[src/rtl/execute_stage_hs_if.sv]
// Handshake and datapath bundle between the ID/EX register, the execute stage and the memory stage.
// slave = the execute stage itself, master = whatever drives it (decode side plus memory-stage ready).
interface execute_stage_hs_if #(
   parameter int XLEN    = 32,
   parameter int NUM_FWD = 2,
   parameter int CTRL_W  = 12
);
   localparam int SEL_W = $clog2(NUM_FWD + 1);

   logic                    in_valid_i;
   logic                    in_ready_o;
   logic                    flush_i;
   logic [XLEN-1:0]         op_a_i;
   logic [XLEN-1:0]         op_b_i;
   logic [XLEN-1:0]         store_data_i;
   logic [XLEN-1:0]         pc_i;
   logic [XLEN-1:0]         imm_i;
   logic [3:0]              alu_op_i;
   logic [2:0]              br_op_i;
   logic                    pred_taken_i;
   logic [XLEN-1:0]         pred_target_i;
   logic [SEL_W-1:0]        a_sel_i;
   logic [SEL_W-1:0]        b_sel_i;
   logic [SEL_W-1:0]        s_sel_i;
   logic [NUM_FWD*XLEN-1:0] fwd_data_i;
   logic [CTRL_W-1:0]       ctrl_i;

   logic                    out_valid_o;
   logic                    out_ready_i;
   logic [XLEN-1:0]         result_o;
   logic [XLEN-1:0]         store_data_o;
   logic [CTRL_W-1:0]       ctrl_o;
   logic                    redirect_o;
   logic [XLEN-1:0]         redirect_pc_o;
   logic                    bp_update_o;
   logic                    bp_taken_o;

   modport slave (
      input  in_valid_i, flush_i, op_a_i, op_b_i, store_data_i, pc_i, imm_i,
             alu_op_i, br_op_i, pred_taken_i, pred_target_i,
             a_sel_i, b_sel_i, s_sel_i, fwd_data_i, ctrl_i, out_ready_i,
      output in_ready_o, out_valid_o, result_o, store_data_o, ctrl_o,
             redirect_o, redirect_pc_o, bp_update_o, bp_taken_o
   );

   modport master (
      output in_valid_i, flush_i, op_a_i, op_b_i, store_data_i, pc_i, imm_i,
             alu_op_i, br_op_i, pred_taken_i, pred_target_i,
             a_sel_i, b_sel_i, s_sel_i, fwd_data_i, ctrl_i, out_ready_i,
      input  in_ready_o, out_valid_o, result_o, store_data_o, ctrl_o,
             redirect_o, redirect_pc_o, bp_update_o, bp_taken_o
   );
endinterface

[src/rtl/execute_stage_hs.sv]
// Execute stage with valid/ready handshake, N-source operand forwarding, flush,
// branch resolution and an iterative shift-add multiplier.
//
// state  | meaning
// -------+-------------------------------------------------------------
// IDLE   | accepting instructions; non-MUL ops complete in one cycle
// BUSY   | shift-add multiply, one multiplier bit per cycle, XLEN cycles
// DONE   | product ready, waiting for the output register to be free
module execute_stage_hs #(
   parameter int XLEN    = 32,
   parameter int NUM_FWD = 2,
   parameter int MUL_EN  = 1,
   parameter int CTRL_W  = 12
) (
   input  logic             clk,
   input  logic             reset,
   execute_stage_hs_if.slave bus
);
   localparam int  SEL_W  = $clog2(NUM_FWD + 1);
   localparam int  SH_W   = $clog2(XLEN);
   localparam int  CNT_W  = $clog2(XLEN);
   localparam bit  MUL_ON = (MUL_EN != 0);

   localparam logic [3:0] OP_ADD = 4'd0, OP_SUB = 4'd1, OP_AND = 4'd2, OP_OR = 4'd3,
                          OP_XOR = 4'd4, OP_SLL = 4'd5, OP_SRL = 4'd6, OP_SRA = 4'd7,
                          OP_SLT = 4'd8, OP_SLTU = 4'd9, OP_PASSB = 4'd10, OP_MUL = 4'd11;

   localparam logic [2:0] BR_JAL = 3'd1, BR_JALR = 3'd2, BR_BEQ = 3'd3, BR_BNE = 3'd4,
                          BR_BLT = 3'd5, BR_BGE = 3'd6, BR_BLTU = 3'd7;

   typedef enum logic [1:0] {S_IDLE = 2'd0, S_BUSY = 2'd1, S_DONE = 2'd2} state_t;

   state_t state, state_nxt;

   logic              out_valid_q;
   logic [XLEN-1:0]   result_q, store_data_q, redirect_pc_q;
   logic [CTRL_W-1:0] ctrl_q;
   logic              redirect_q, bp_update_q, bp_taken_q;

   logic [XLEN-1:0]   mcand_q, mplier_q, acc_q, mul_sd_q;
   logic [CTRL_W-1:0] mul_ctrl_q;
   logic [CNT_W-1:0]  cnt_q;

   logic              out_free, in_ready, accept, is_mul;
   logic              mul_step, mul_load;

   // Select index 0 or anything above NUM_FWD falls back to the decoded operand.
   function automatic logic [XLEN-1:0] fwd_mux(
      input logic [SEL_W-1:0]        sel,
      input logic [XLEN-1:0]         own,
      input logic [NUM_FWD*XLEN-1:0] fwd
   );
      logic [XLEN-1:0] r;
      r = own;
      for (int k = 1; k <= NUM_FWD; k++) begin
         if (int'(sel) == k) r = fwd[(k-1)*XLEN +: XLEN];
      end
      return r;
   endfunction

   logic [XLEN-1:0] a_mux, b_mux, s_mux;

   always_comb begin
      a_mux = fwd_mux(bus.a_sel_i, bus.op_a_i, bus.fwd_data_i);
      b_mux = fwd_mux(bus.b_sel_i, bus.op_b_i, bus.fwd_data_i);
      s_mux = fwd_mux(bus.s_sel_i, bus.store_data_i, bus.fwd_data_i);
   end

   logic [SH_W-1:0] sh_amt;
   logic [XLEN-1:0] alu_res;

   always_comb begin
      sh_amt = b_mux[SH_W-1:0];
      case (bus.alu_op_i)
         OP_SUB:   alu_res = a_mux - b_mux;
         OP_AND:   alu_res = a_mux & b_mux;
         OP_OR:    alu_res = a_mux | b_mux;
         OP_XOR:   alu_res = a_mux ^ b_mux;
         OP_SLL:   alu_res = a_mux << sh_amt;
         OP_SRL:   alu_res = a_mux >> sh_amt;
         OP_SRA:   alu_res = $signed(a_mux) >>> sh_amt;
         OP_SLT:   alu_res = {{(XLEN-1){1'b0}}, $signed(a_mux) < $signed(b_mux)};
         OP_SLTU:  alu_res = {{(XLEN-1){1'b0}}, a_mux < b_mux};
         OP_PASSB: alu_res = b_mux;
         default:  alu_res = a_mux + b_mux;
      endcase
   end

   logic [XLEN-1:0] pc_plus4, br_target, ex_result;
   logic            taken, mispredict, cond_br, is_jump;

   always_comb begin
      pc_plus4  = bus.pc_i + XLEN'(4);
      br_target = (bus.br_op_i == BR_JALR) ? ((a_mux + bus.imm_i) & {{(XLEN-1){1'b1}}, 1'b0})
                                           : (bus.pc_i + bus.imm_i);
      case (bus.br_op_i)
         BR_JAL, BR_JALR: taken = 1'b1;
         BR_BEQ:          taken = (a_mux == b_mux);
         BR_BNE:          taken = (a_mux != b_mux);
         BR_BLT:          taken = ($signed(a_mux) <  $signed(b_mux));
         BR_BGE:          taken = ($signed(a_mux) >= $signed(b_mux));
         BR_BLTU:         taken = bus.alu_op_i[0] ? (a_mux >= b_mux) : (a_mux < b_mux);
         default:         taken = 1'b0;
      endcase
      mispredict = (taken != bus.pred_taken_i) | (taken & (br_target != bus.pred_target_i));
      cond_br    = (bus.br_op_i >= BR_BEQ);
      is_jump    = (bus.br_op_i == BR_JAL) | (bus.br_op_i == BR_JALR);
      ex_result  = is_jump ? pc_plus4 : alu_res;
   end

   always_comb begin
      out_free = ~out_valid_q | bus.out_ready_i;
      is_mul   = MUL_ON & (bus.alu_op_i == OP_MUL);
      accept   = bus.in_valid_i & in_ready & ~bus.flush_i;
   end

   always_ff @(posedge clk or negedge reset) begin
      if (!reset) state <= S_IDLE;
      else        state <= state_nxt;
   end

   always_comb begin
      state_nxt = state;
      if (bus.flush_i) begin
         state_nxt = S_IDLE;
      end else begin
         case (state)
            S_IDLE:  if (accept && is_mul) state_nxt = S_BUSY;
            S_BUSY:  if (cnt_q == '0)      state_nxt = S_DONE;
            S_DONE:  if (out_free)         state_nxt = S_IDLE;
            default:                       state_nxt = S_IDLE;
         endcase
      end
   end

   always_comb begin
      in_ready = (state == S_IDLE) & out_free;
      mul_step = (state == S_BUSY);
      mul_load = (state == S_DONE) & out_free & ~bus.flush_i;
   end

   // Operands, store data and control are captured at accept so the ID side may move on.
   always_ff @(posedge clk or negedge reset) begin
      if (!reset) begin
         mcand_q    <= '0;
         mplier_q   <= '0;
         acc_q      <= '0;
         mul_sd_q   <= '0;
         mul_ctrl_q <= '0;
         cnt_q      <= '0;
      end else if (accept && is_mul) begin
         mcand_q    <= a_mux;
         mplier_q   <= b_mux;
         acc_q      <= '0;
         mul_sd_q   <= s_mux;
         mul_ctrl_q <= bus.ctrl_i;
         cnt_q      <= CNT_W'(XLEN - 1);
      end else if (mul_step) begin
         if (mplier_q[0]) acc_q <= acc_q + mcand_q;
         mcand_q  <= mcand_q << 1;
         mplier_q <= mplier_q >> 1;
         cnt_q    <= cnt_q - 1'b1;
      end
   end

   always_ff @(posedge clk or negedge reset) begin
      if (!reset) begin
         out_valid_q  <= 1'b0;
         result_q     <= '0;
         store_data_q <= '0;
         ctrl_q       <= '0;
      end else if (bus.flush_i) begin
         out_valid_q  <= 1'b0;
      end else if (accept && !is_mul) begin
         out_valid_q  <= 1'b1;
         result_q     <= ex_result;
         store_data_q <= s_mux;
         ctrl_q       <= bus.ctrl_i;
      end else if (mul_load) begin
         out_valid_q  <= 1'b1;
         result_q     <= acc_q;
         store_data_q <= mul_sd_q;
         ctrl_q       <= mul_ctrl_q;
      end else if (bus.out_ready_i) begin
         out_valid_q  <= 1'b0;
      end
   end

   // Pulses follow accept only, so stalls never stretch them and flush suppresses them.
   always_ff @(posedge clk or negedge reset) begin
      if (!reset) begin
         redirect_q    <= 1'b0;
         bp_update_q   <= 1'b0;
         bp_taken_q    <= 1'b0;
         redirect_pc_q <= '0;
      end else begin
         redirect_q  <= accept & mispredict;
         bp_update_q <= accept & cond_br;
         if (accept) begin
            redirect_pc_q <= taken ? br_target : pc_plus4;
            bp_taken_q    <= taken & cond_br;
         end
      end
   end

   assign bus.in_ready_o    = in_ready;
   assign bus.out_valid_o   = out_valid_q;
   assign bus.result_o      = result_q;
   assign bus.store_data_o  = store_data_q;
   assign bus.ctrl_o        = ctrl_q;
   assign bus.redirect_o    = redirect_q;
   assign bus.redirect_pc_o = redirect_pc_q;
   assign bus.bp_update_o   = bp_update_q;
   assign bus.bp_taken_o    = bp_taken_q;
endmodule

[src/flat_wrapper.sv]
// flat-port wrapper written by rule: the top's interface ports become plain ports
module execute_stage_hs_flat 
#(
   parameter int XLEN    = 32,
   parameter int NUM_FWD = 2,
   parameter int MUL_EN  = 1,
   parameter int CTRL_W  = 12
)
  (clk, reset, bus_in_valid_i, bus_flush_i, bus_op_a_i, bus_op_b_i, bus_store_data_i, bus_pc_i, bus_imm_i, bus_alu_op_i, bus_br_op_i, bus_pred_taken_i, bus_pred_target_i, bus_a_sel_i, bus_b_sel_i, bus_s_sel_i, bus_fwd_data_i, bus_ctrl_i, bus_out_ready_i, bus_in_ready_o, bus_out_valid_o, bus_result_o, bus_store_data_o, bus_ctrl_o, bus_redirect_o, bus_redirect_pc_o, bus_bp_update_o, bus_bp_taken_o);
  execute_stage_hs_if #(.XLEN(XLEN), .NUM_FWD(NUM_FWD), .CTRL_W(CTRL_W)) bus_i ();
  input  logic clk;
  input  logic reset;
  input wire logic [$bits(bus_i.in_valid_i)-1:0] bus_in_valid_i;
  input wire logic [$bits(bus_i.flush_i)-1:0] bus_flush_i;
  input wire logic [$bits(bus_i.op_a_i)-1:0] bus_op_a_i;
  input wire logic [$bits(bus_i.op_b_i)-1:0] bus_op_b_i;
  input wire logic [$bits(bus_i.store_data_i)-1:0] bus_store_data_i;
  input wire logic [$bits(bus_i.pc_i)-1:0] bus_pc_i;
  input wire logic [$bits(bus_i.imm_i)-1:0] bus_imm_i;
  input wire logic [$bits(bus_i.alu_op_i)-1:0] bus_alu_op_i;
  input wire logic [$bits(bus_i.br_op_i)-1:0] bus_br_op_i;
  input wire logic [$bits(bus_i.pred_taken_i)-1:0] bus_pred_taken_i;
  input wire logic [$bits(bus_i.pred_target_i)-1:0] bus_pred_target_i;
  input wire logic [$bits(bus_i.a_sel_i)-1:0] bus_a_sel_i;
  input wire logic [$bits(bus_i.b_sel_i)-1:0] bus_b_sel_i;
  input wire logic [$bits(bus_i.s_sel_i)-1:0] bus_s_sel_i;
  input wire logic [$bits(bus_i.fwd_data_i)-1:0] bus_fwd_data_i;
  input wire logic [$bits(bus_i.ctrl_i)-1:0] bus_ctrl_i;
  input wire logic [$bits(bus_i.out_ready_i)-1:0] bus_out_ready_i;
  output wire logic [$bits(bus_i.in_ready_o)-1:0] bus_in_ready_o;
  output wire logic [$bits(bus_i.out_valid_o)-1:0] bus_out_valid_o;
  output wire logic [$bits(bus_i.result_o)-1:0] bus_result_o;
  output wire logic [$bits(bus_i.store_data_o)-1:0] bus_store_data_o;
  output wire logic [$bits(bus_i.ctrl_o)-1:0] bus_ctrl_o;
  output wire logic [$bits(bus_i.redirect_o)-1:0] bus_redirect_o;
  output wire logic [$bits(bus_i.redirect_pc_o)-1:0] bus_redirect_pc_o;
  output wire logic [$bits(bus_i.bp_update_o)-1:0] bus_bp_update_o;
  output wire logic [$bits(bus_i.bp_taken_o)-1:0] bus_bp_taken_o;
  assign bus_i.in_valid_i = bus_in_valid_i;
  assign bus_i.flush_i = bus_flush_i;
  assign bus_i.op_a_i = bus_op_a_i;
  assign bus_i.op_b_i = bus_op_b_i;
  assign bus_i.store_data_i = bus_store_data_i;
  assign bus_i.pc_i = bus_pc_i;
  assign bus_i.imm_i = bus_imm_i;
  assign bus_i.alu_op_i = bus_alu_op_i;
  assign bus_i.br_op_i = bus_br_op_i;
  assign bus_i.pred_taken_i = bus_pred_taken_i;
  assign bus_i.pred_target_i = bus_pred_target_i;
  assign bus_i.a_sel_i = bus_a_sel_i;
  assign bus_i.b_sel_i = bus_b_sel_i;
  assign bus_i.s_sel_i = bus_s_sel_i;
  assign bus_i.fwd_data_i = bus_fwd_data_i;
  assign bus_i.ctrl_i = bus_ctrl_i;
  assign bus_i.out_ready_i = bus_out_ready_i;
  assign bus_in_ready_o = bus_i.in_ready_o;
  assign bus_out_valid_o = bus_i.out_valid_o;
  assign bus_result_o = bus_i.result_o;
  assign bus_store_data_o = bus_i.store_data_o;
  assign bus_ctrl_o = bus_i.ctrl_o;
  assign bus_redirect_o = bus_i.redirect_o;
  assign bus_redirect_pc_o = bus_i.redirect_pc_o;
  assign bus_bp_update_o = bus_i.bp_update_o;
  assign bus_bp_taken_o = bus_i.bp_taken_o;
  execute_stage_hs #(.XLEN(XLEN), .NUM_FWD(NUM_FWD), .MUL_EN(MUL_EN), .CTRL_W(CTRL_W)) u_core (.clk(clk), .reset(reset), .bus(bus_i));
endmodule
[config.mk]
export PLATFORM = sky130hd
export DESIGN_NAME = execute_stage_hs_flat
export DESIGN_NICKNAME = d
export VERILOG_FILES = /design/src/rtl/execute_stage_hs_if.sv /design/src/rtl/execute_stage_hs.sv /design/src/flat_wrapper.sv
export SDC_FILE = /design/constraint.sdc
export NUM_CORES = 2
export LEC_CHECK = 0
export ABC_AREA = 1
export CAP_MARGIN = 15
export CORE_UTILIZATION = 43
export CTS_CLUSTER_DIAMETER = 200
export DETAILED_ROUTE_END_ITERATION = 7
export DONT_BUFFER_PORTS = 1
export GPL_ROUTABILITY_DRIVEN = 1
export PLACE_DENSITY = 0.65
export SYNTH_ARGS = -nofsm -noshare
export SYNTH_HDL_FRONTEND = slang
export SYNTH_SLANG_ARGS = --single-unit
[constraint.sdc]
create_clock -name clk -period 4.6 [get_ports clk]
set_input_delay 1.15 -clock clk [delete_from_list [all_inputs] [get_ports clk]]
set_output_delay 1.15 -clock clk [all_outputs]
set_load 0.02 [all_outputs]
; ---- After elaboration in Yosys (flattened, before gate mapping)
; Cells that the tools add are included.
[totals]
register_bits = 259
in_bits = 287
out_inout_bits = 113
wordCells = 129
[op_classes]
addsub = 7
n_lt_le_gt_ge = 5
n_eq_ne = 33
shifts = 3
mux = 36
n_bitwise = 17
n_reduce_logical = 13
[op_table]
columns = cell, count
row1 = two-way mux 32 bit, 20
row2 = case mux 32 bit (10 select lines), 1
row3 = adder 32 bit, 4
row4 = greater-or-equal comparator 32 bit, 2
row5 = < comparator 32 bit, 2
row6 = != test 32 bit, 2
row7 = adder 32 x 3 -> 32 bit (second input constant), 1
row8 = AND 32 bit, 1
row9 = == test 32 bit, 1
row10 = OR 32 bit, 1
row11 = left shift 32 x 5 -> 32 bit, 1
row12 = right shift 32 x 5 -> 32 bit, 1
row13 = >>> shifter 32 x 5 -> 32 bit, 1
row14 = subtractor 32 bit, 1
row15 = XOR 32 bit, 1
row16 = two-way mux 12 bit, 2
row17 = == test 4 x 3 -> 1 bit (second input constant), 4
row18 = == test 4 bit (second input constant), 4
row19 = == test 2 bit (second input constant), 7
row20 = == test 3 bit (second input constant), 4
row21 = two-way mux 5 bit, 2
row22 = AND 1 bit, 9
row23 = == test 4 x 2 -> 1 bit (second input constant), 2
row24 = two-way mux 2 bit, 4
row25 = 23 further kinds, 36

; ---- Logic depth before layout (Yosys ltp)
[depth]
ltp_word = 9
depth_mapped = 30
ltp_nobuf = 28

; ---- Worst setup path before layout
; Ideal clock, no wire load.
[synth_path]
kind = input -> register
start = input port bus_b_sel_i[0]
end = register u_core.redirect_pc_q[18], in the netlist u_core.bus.redirect_pc_o[18]
setup_time_ps = 125
arrival_time_ps = 4338
t_required_ps = 4475
slack_ps = 137
stages = 26
path_buffers = 6
cell_sequence = inv_2 > nand2_2 > buf_6 > buf_2 > buf_2 > clkbuf_1 > o211ai_1 > o21ai_0 > inv_1 > ha_1 > buf_2 > nor2_1 > nand2_1 > nor2_1 > nand2_1 > inv_1 > nand2_1 > nand2_1 > nand2_1 > and2_1 > nand2_1 > nand3_2 > buf_6 > nand2_1 > o21ai_0 > mux2_2
[synth_between]
elab_chain_cells = 7
word_cells_on_any_way = 13
[synth_rtl]
columns = item, line
row1 = from (decl), flat_wrapper.sv:25  ; input wire logic [$bits(bus_i.b_sel_i)-1:0] bus_b_sel_i;
row2 = == test 2 bit, execute_stage_hs.sv:56  ; if (int'(sel) == k) r = fwd[(k-1)*XLEN +: XLEN];
row3 = two-way mux 32 bit, execute_stage_hs.sv:56
row4 = two-way mux 32 bit *, execute_stage_hs.sv:56
row5 = < comparator 32 bit or greater-or-equal comparator 32 bit (tied branches), execute_stage_hs.sv:102  ; BR_BLTU: taken = bus.alu_op_i[0] ? (a_mux >= b_mux) : (a_mux < b_mux);
row6 = two-way mux 1 bit, execute_stage_hs.sv:102
row7 = case mux 1 bit (6 select lines) *, execute_stage_hs.sv:96  ; case (bus.br_op_i)
row8 = two-way mux 32 bit *, execute_stage_hs.sv:200  ; redirect_pc_q <= taken ? br_target : pc_plus4;
row9 = to (signal assigned), execute_stage_hs.sv:200
row10 = to (decl), execute_stage_hs.sv:36  ; logic [XLEN-1:0] result_q, store_data_q, redirect_pc_q;
; Mark *: on every way between the ends. The rest lies on a longest branch, timed or not.
; A chain may end at the register's enable or synchronous reset.

; ---- Worst setup path after layout
[layout_path]
start = input port bus_b_sel_i[1]
end = register u_core.result_q[14], in the netlist u_core.bus.result_o[14]
[layout_between]
elab_chain_cells = 7
word_cells_on_any_way = 15
[layout_rtl]
columns = item, line
row1 = == test 2 bit, execute_stage_hs.sv:56
row2 = two-way mux 32 bit, execute_stage_hs.sv:56
row3 = two-way mux 32 bit *, execute_stage_hs.sv:56
row4 = adder 32 bit (tied with other cells), execute_stage_hs.sv:85  ; default: alu_res = a_mux + b_mux;
row5 = case mux 32 bit (10 select lines) *, execute_stage_hs.sv:74  ; case (bus.alu_op_i)
row6 = two-way mux 32 bit *, execute_stage_hs.sv:108  ; ex_result = is_jump ? pc_plus4 : alu_res;
row7 = two-way mux 32 bit *, execute_stage_hs.sv:174  ; end else if (accept && !is_mul) begin
row8 = to (signal assigned), execute_stage_hs.sv:176  ; result_q <= ex_result;
row9 = to (signal assigned), execute_stage_hs.sv:181  ; result_q <= acc_q;
row10 = to (decl), execute_stage_hs.sv:36
; Marked as above.

==> summary.md <==
| Metric | Value |
|---|---|
| CTS Buf Count | `34` |
| Final WL | `153100 um` |
| Min cycle time layout | `4.363 ns` |
| Period utilisation layout | `94.84%` |
| Mapped Avg Cell Area | `6.142 um2` |
| Setup violators final | `0` |
| I/O Pins | `400` |
| Worst-path clk slew | `0.06 ns` |
| FF-to-FF Start | `u_core.acc_q[0]` |
| Gr ovfl total | `0` |
| Synth Area in XOR/XNOR | `1.879%` |
| Post-synthesis mux area share | `0.2390%` |
| Detailed-route via count | `36330` |
| Final Cell Area | `0.03551 mm2` |
| Largest buffer count on any clock path | `3` |
| Synth top area cells | `dfrtp_1 (22%), nand2_1 (16%), o21ai_0 (9.2%)` |
| TritonCTS Sinks | `259` |
| Leak | `0.01805 uW` |
| Post-Syn Nets | `5343` |
| Die width | `265.4 um` |
| GPL Wtd Cong | `1.072` |
| Synth-to-Final Area Change | `19.02%` |
| CTS tree | `built` |
| Root buffer cell | `clkbuf_16` |
| Ys async rst share | `100.0%` |
| Status | `completed` |
| Nets | `5698` |
| Crit end category | `register` |
| Placement-stage cell area | `0.03425 mm2` |
| Die area | `0.07044 mm2` |
| Antenna Violating Nets Remaining | `0` |
| Worst-Margin Slew | `0.9301 ns` |
| Peak VDD IR | `257.7 uV` |
| Logic gate share of total power | `51.3%` |
| H-tree depth | `2` |
| DIE HEIGHT | `265.4 um` |
| Pre-CTS setup slack | `-0.2737 ns` |
| Post-synth EDFFs | `0` |
| Pin count of the biggest net entering global routing | `260` |
| Number of global-route vias before repair | `33270` |
| Final hold vios | `0` |
| Internal Power | `7743 uW` |
| Critical path class | `input pin to register` |
| Initial Utilization | `43.50%` |
| Synthesis Warnings | `0` |
| Ys flop type | `dfrtp_1` |
| Layout cell share with drive strength beyond 1 | `14.23%` |
| Area leader, netlist | `dfrtp_1` |
| Filler cells | `7205` |
| Setup TNS | `0 ns` |
| Startpoint types | `input pin` |
| Cell with the most instances after synthesis | `nand2_1` |
| Core area | `0.06859 mm2` |
| Register share of total power | `28.2%` |
| Compound-Gate Fraction of Synth Area | `26.59%` |
| DR iter-0 viols | `4440` |
| Clock power frac | `20.5%` |
| Router iterations before antenna repair | `6` |
| DRC | `0` |
| Max-cap violation count | `0` |
| Crit-path max FO | `16` |
| Unrepaired setup endpoints after global routing | `no` |
| Worst Setup SP | `bus_b_sel_i[1]` |
| Power density of the placed cells | `414.9 mW/mm2` |
| Syn Std Cell Area | `0.02984 mm2` |
| Initial antenna violation count | `9` |
| Row cnt | `96` |
| First-pass GRT wire length | `221900 um` |
| Peak Freq | `229.2 MHz` |
| Main combinational cell family by area after synthesis | `simple AND/OR/NAND/NOR gates` |
| Sequential area share after synthesis | `21.72%` |
| Worst Setup Slack, final | `0.2375 ns` |
| Clock Skews | `0.01369 ns` |
| Min-delay worst type | `input pin to asynchronous set/reset pin` |
| Routed wire length per instance | `24.80 um` |
| Most frequent CP cell | `nand2_1` |
| Post-synthesis register bit count | `259` |
| Distinct cells, synth | `68` |
| Final Slew Violations | `0` |
| R2r setup slk | `1.39 ns` |
| Share of the synthesized area in the top cell type | `21.72%` |
| GRT Overall Usage | `42.33%` |
| IO Port Bufs | `0` |
| Mapped Cells | `4858` |
| Total setup buffers inserted after CTS | `0` |
| Hold-fix buffers, CTS | `0` |
| Vias per cell | `5.887` |
| CP max stage cell | `a21oi_1` |
| Rel. slew slack | `37.61%` |
| Hpwl dp | `126300 um` |
| Synth Area in Adders | `8.429%` |
| Post-synth top cells | `nand2_1 (1275), inv_1 (569), o21ai_0 (547), nor2_1 (380), a21oi_1 (377)` |
| Synth Area in Simple Gates | `29.88%` |
| Switching share of power | `47.44%` |
| P_sw | `6989 uW` |
| Worst path arrival time | `4.79 ns` |
| Critical Path RT | `5.03 ns` |
| CP max stage delay | `0.35 ns` |
| Clk_lat worst skew | `0.56 ns` |
-- worst max-delay path: cells and delay by family --
| family | cells | cell delay (ns) |
|---|---|---|
| AOI/OAI and AO/OA | 9 | 1.64 |
| adders and majority gates | 1 | 0.30 |
| buffers and inverters | 9 | 1.09 |
| and+or+nand+nor | 6 | 0.59 |
-- sequential cells by signal, indices dropped and copies added (netlist names) --
register                  count
u_core.state                  2
u_core.mul_sd_q              32
u_core.bus.bp_update_o        1
u_core.bus.ctrl_o            12
u_core.bus.result_o          32
u_core.acc_q                 32
u_core.bus.redirect_pc_o     32
u_core.cnt_q                  5
u_core.bus.store_data_o      32
u_core.mcand_q               32
u_core.mul_ctrl_q            12
u_core.bus.out_valid_o        1
u_core.mplier_q              32
u_core.bus.redirect_o         1
u_core.bus.bp_taken_o         1
-- area by class of cell --
type	instances	area (um2)	area share (%)
diodes	3	7.507	0.02114
clock buffers	43	965.9	2.720
clock inverters	17	281.5	0.7928
inverters	586	2202	6.201
multi-input cells	3783	20060	56.49
flip-flops and latches	259	6481	18.25
well taps	931	1165	3.280
repair buffers	549	4347	12.24
-- per-stage QoR --
step                std cells  total power (uW)  utilization [%]  hold slack (ns)
floorplan                4858              8591                -           0.4479
global placement         6108             11420            49.93           0.4634
detailed placement       6108             11460            49.93           0.4695
CTS                      6168             14520            51.75           0.2744
global route             6169             15630            51.77           0.2730
finish                   6171             14730            51.78           0.2960
-- final timing paths --
path                                               endpoint  cells after the start
worst min-delay path                   u_core.bus.ctrl_o[0]                      0
worst max register to register             u_core.acc_q[24]                     15
worst max-delay path                u_core.bus.result_o[14]                     25
max in group asynchronous       u_core.bus.redirect_pc_o[1]                      0
worst min register to register         u_core.mul_ctrl_q[6]                      2
min in group clk                       u_core.mul_ctrl_q[6]                      2
-- power by group through the flow --
| stage | registers, uW | logic (uW) | clock network (uW) |
|---|---|---|---|
| 2_1_floorplan | 3880 | 4710 | 0 |
| 3_3_place_gp | 4160 | 7260 | 0 |
| 3_5_place_dp | 4160 | 7300 | 0 |
| 4_1_cts | 4140 | 7350 | 3030 |
| 5_1_grt | 4220 | 8290 | 3120 |
| 6_report | 4160 | 7560 | 3020 |
-- metal layers --
layer | part of all wire, % | up-vias | routed length (um) | GRT usage (%)
met5 | 0.061 | - | 93 | 0
met4 | 5.1 | 14 | 7863 | 19.37
met3 | 11 | 336 | 17090 | 10.07
met2 | 42 | 2061 | 64130 | 63.52
met1 | 42 | 16970 | 63890 | 57.18
li1 | - | 16950 | - | -
-- logic make-up (layout without fill, tap and decap cells) --
logic type	after synthesis	in the layout
other	0	3
AND/OR/NAND/NOR	2145	2145
multiplexers	7	7
AO/OA/AOI/OAI	1369	1369
XOR/XNOR	64	64
buffers and inverters	816	1195
adder cells (fa/ha/maj)	198	198
flip-flops	259	259
-- placed cells by master, fill, tap and decap left out, types with 30 or more instances in the layout --
cell type,n
inv_1,567
nor2_1,373
o21bai_1,30
ha_1,193
o22ai_1,34
nand3_1,306
o21ai_0,546
buf_4,531
xor2_1,47
clkbuf_16,35
o21ai_1,78
dfrtp_1,259
nand4_1,51
a21oi_1,377
o211ai_1,119
nand2_1,1274
nor3_1,37
o21ai_2,40
-- what timing repair did --
action                     4_1_cts  5_1_grt
setup endpoints to repair        0       18
hold endpoints to repair         0        0
gates resized for setup          0        2
Note: power is estimated with default switching activity, not from simulation.
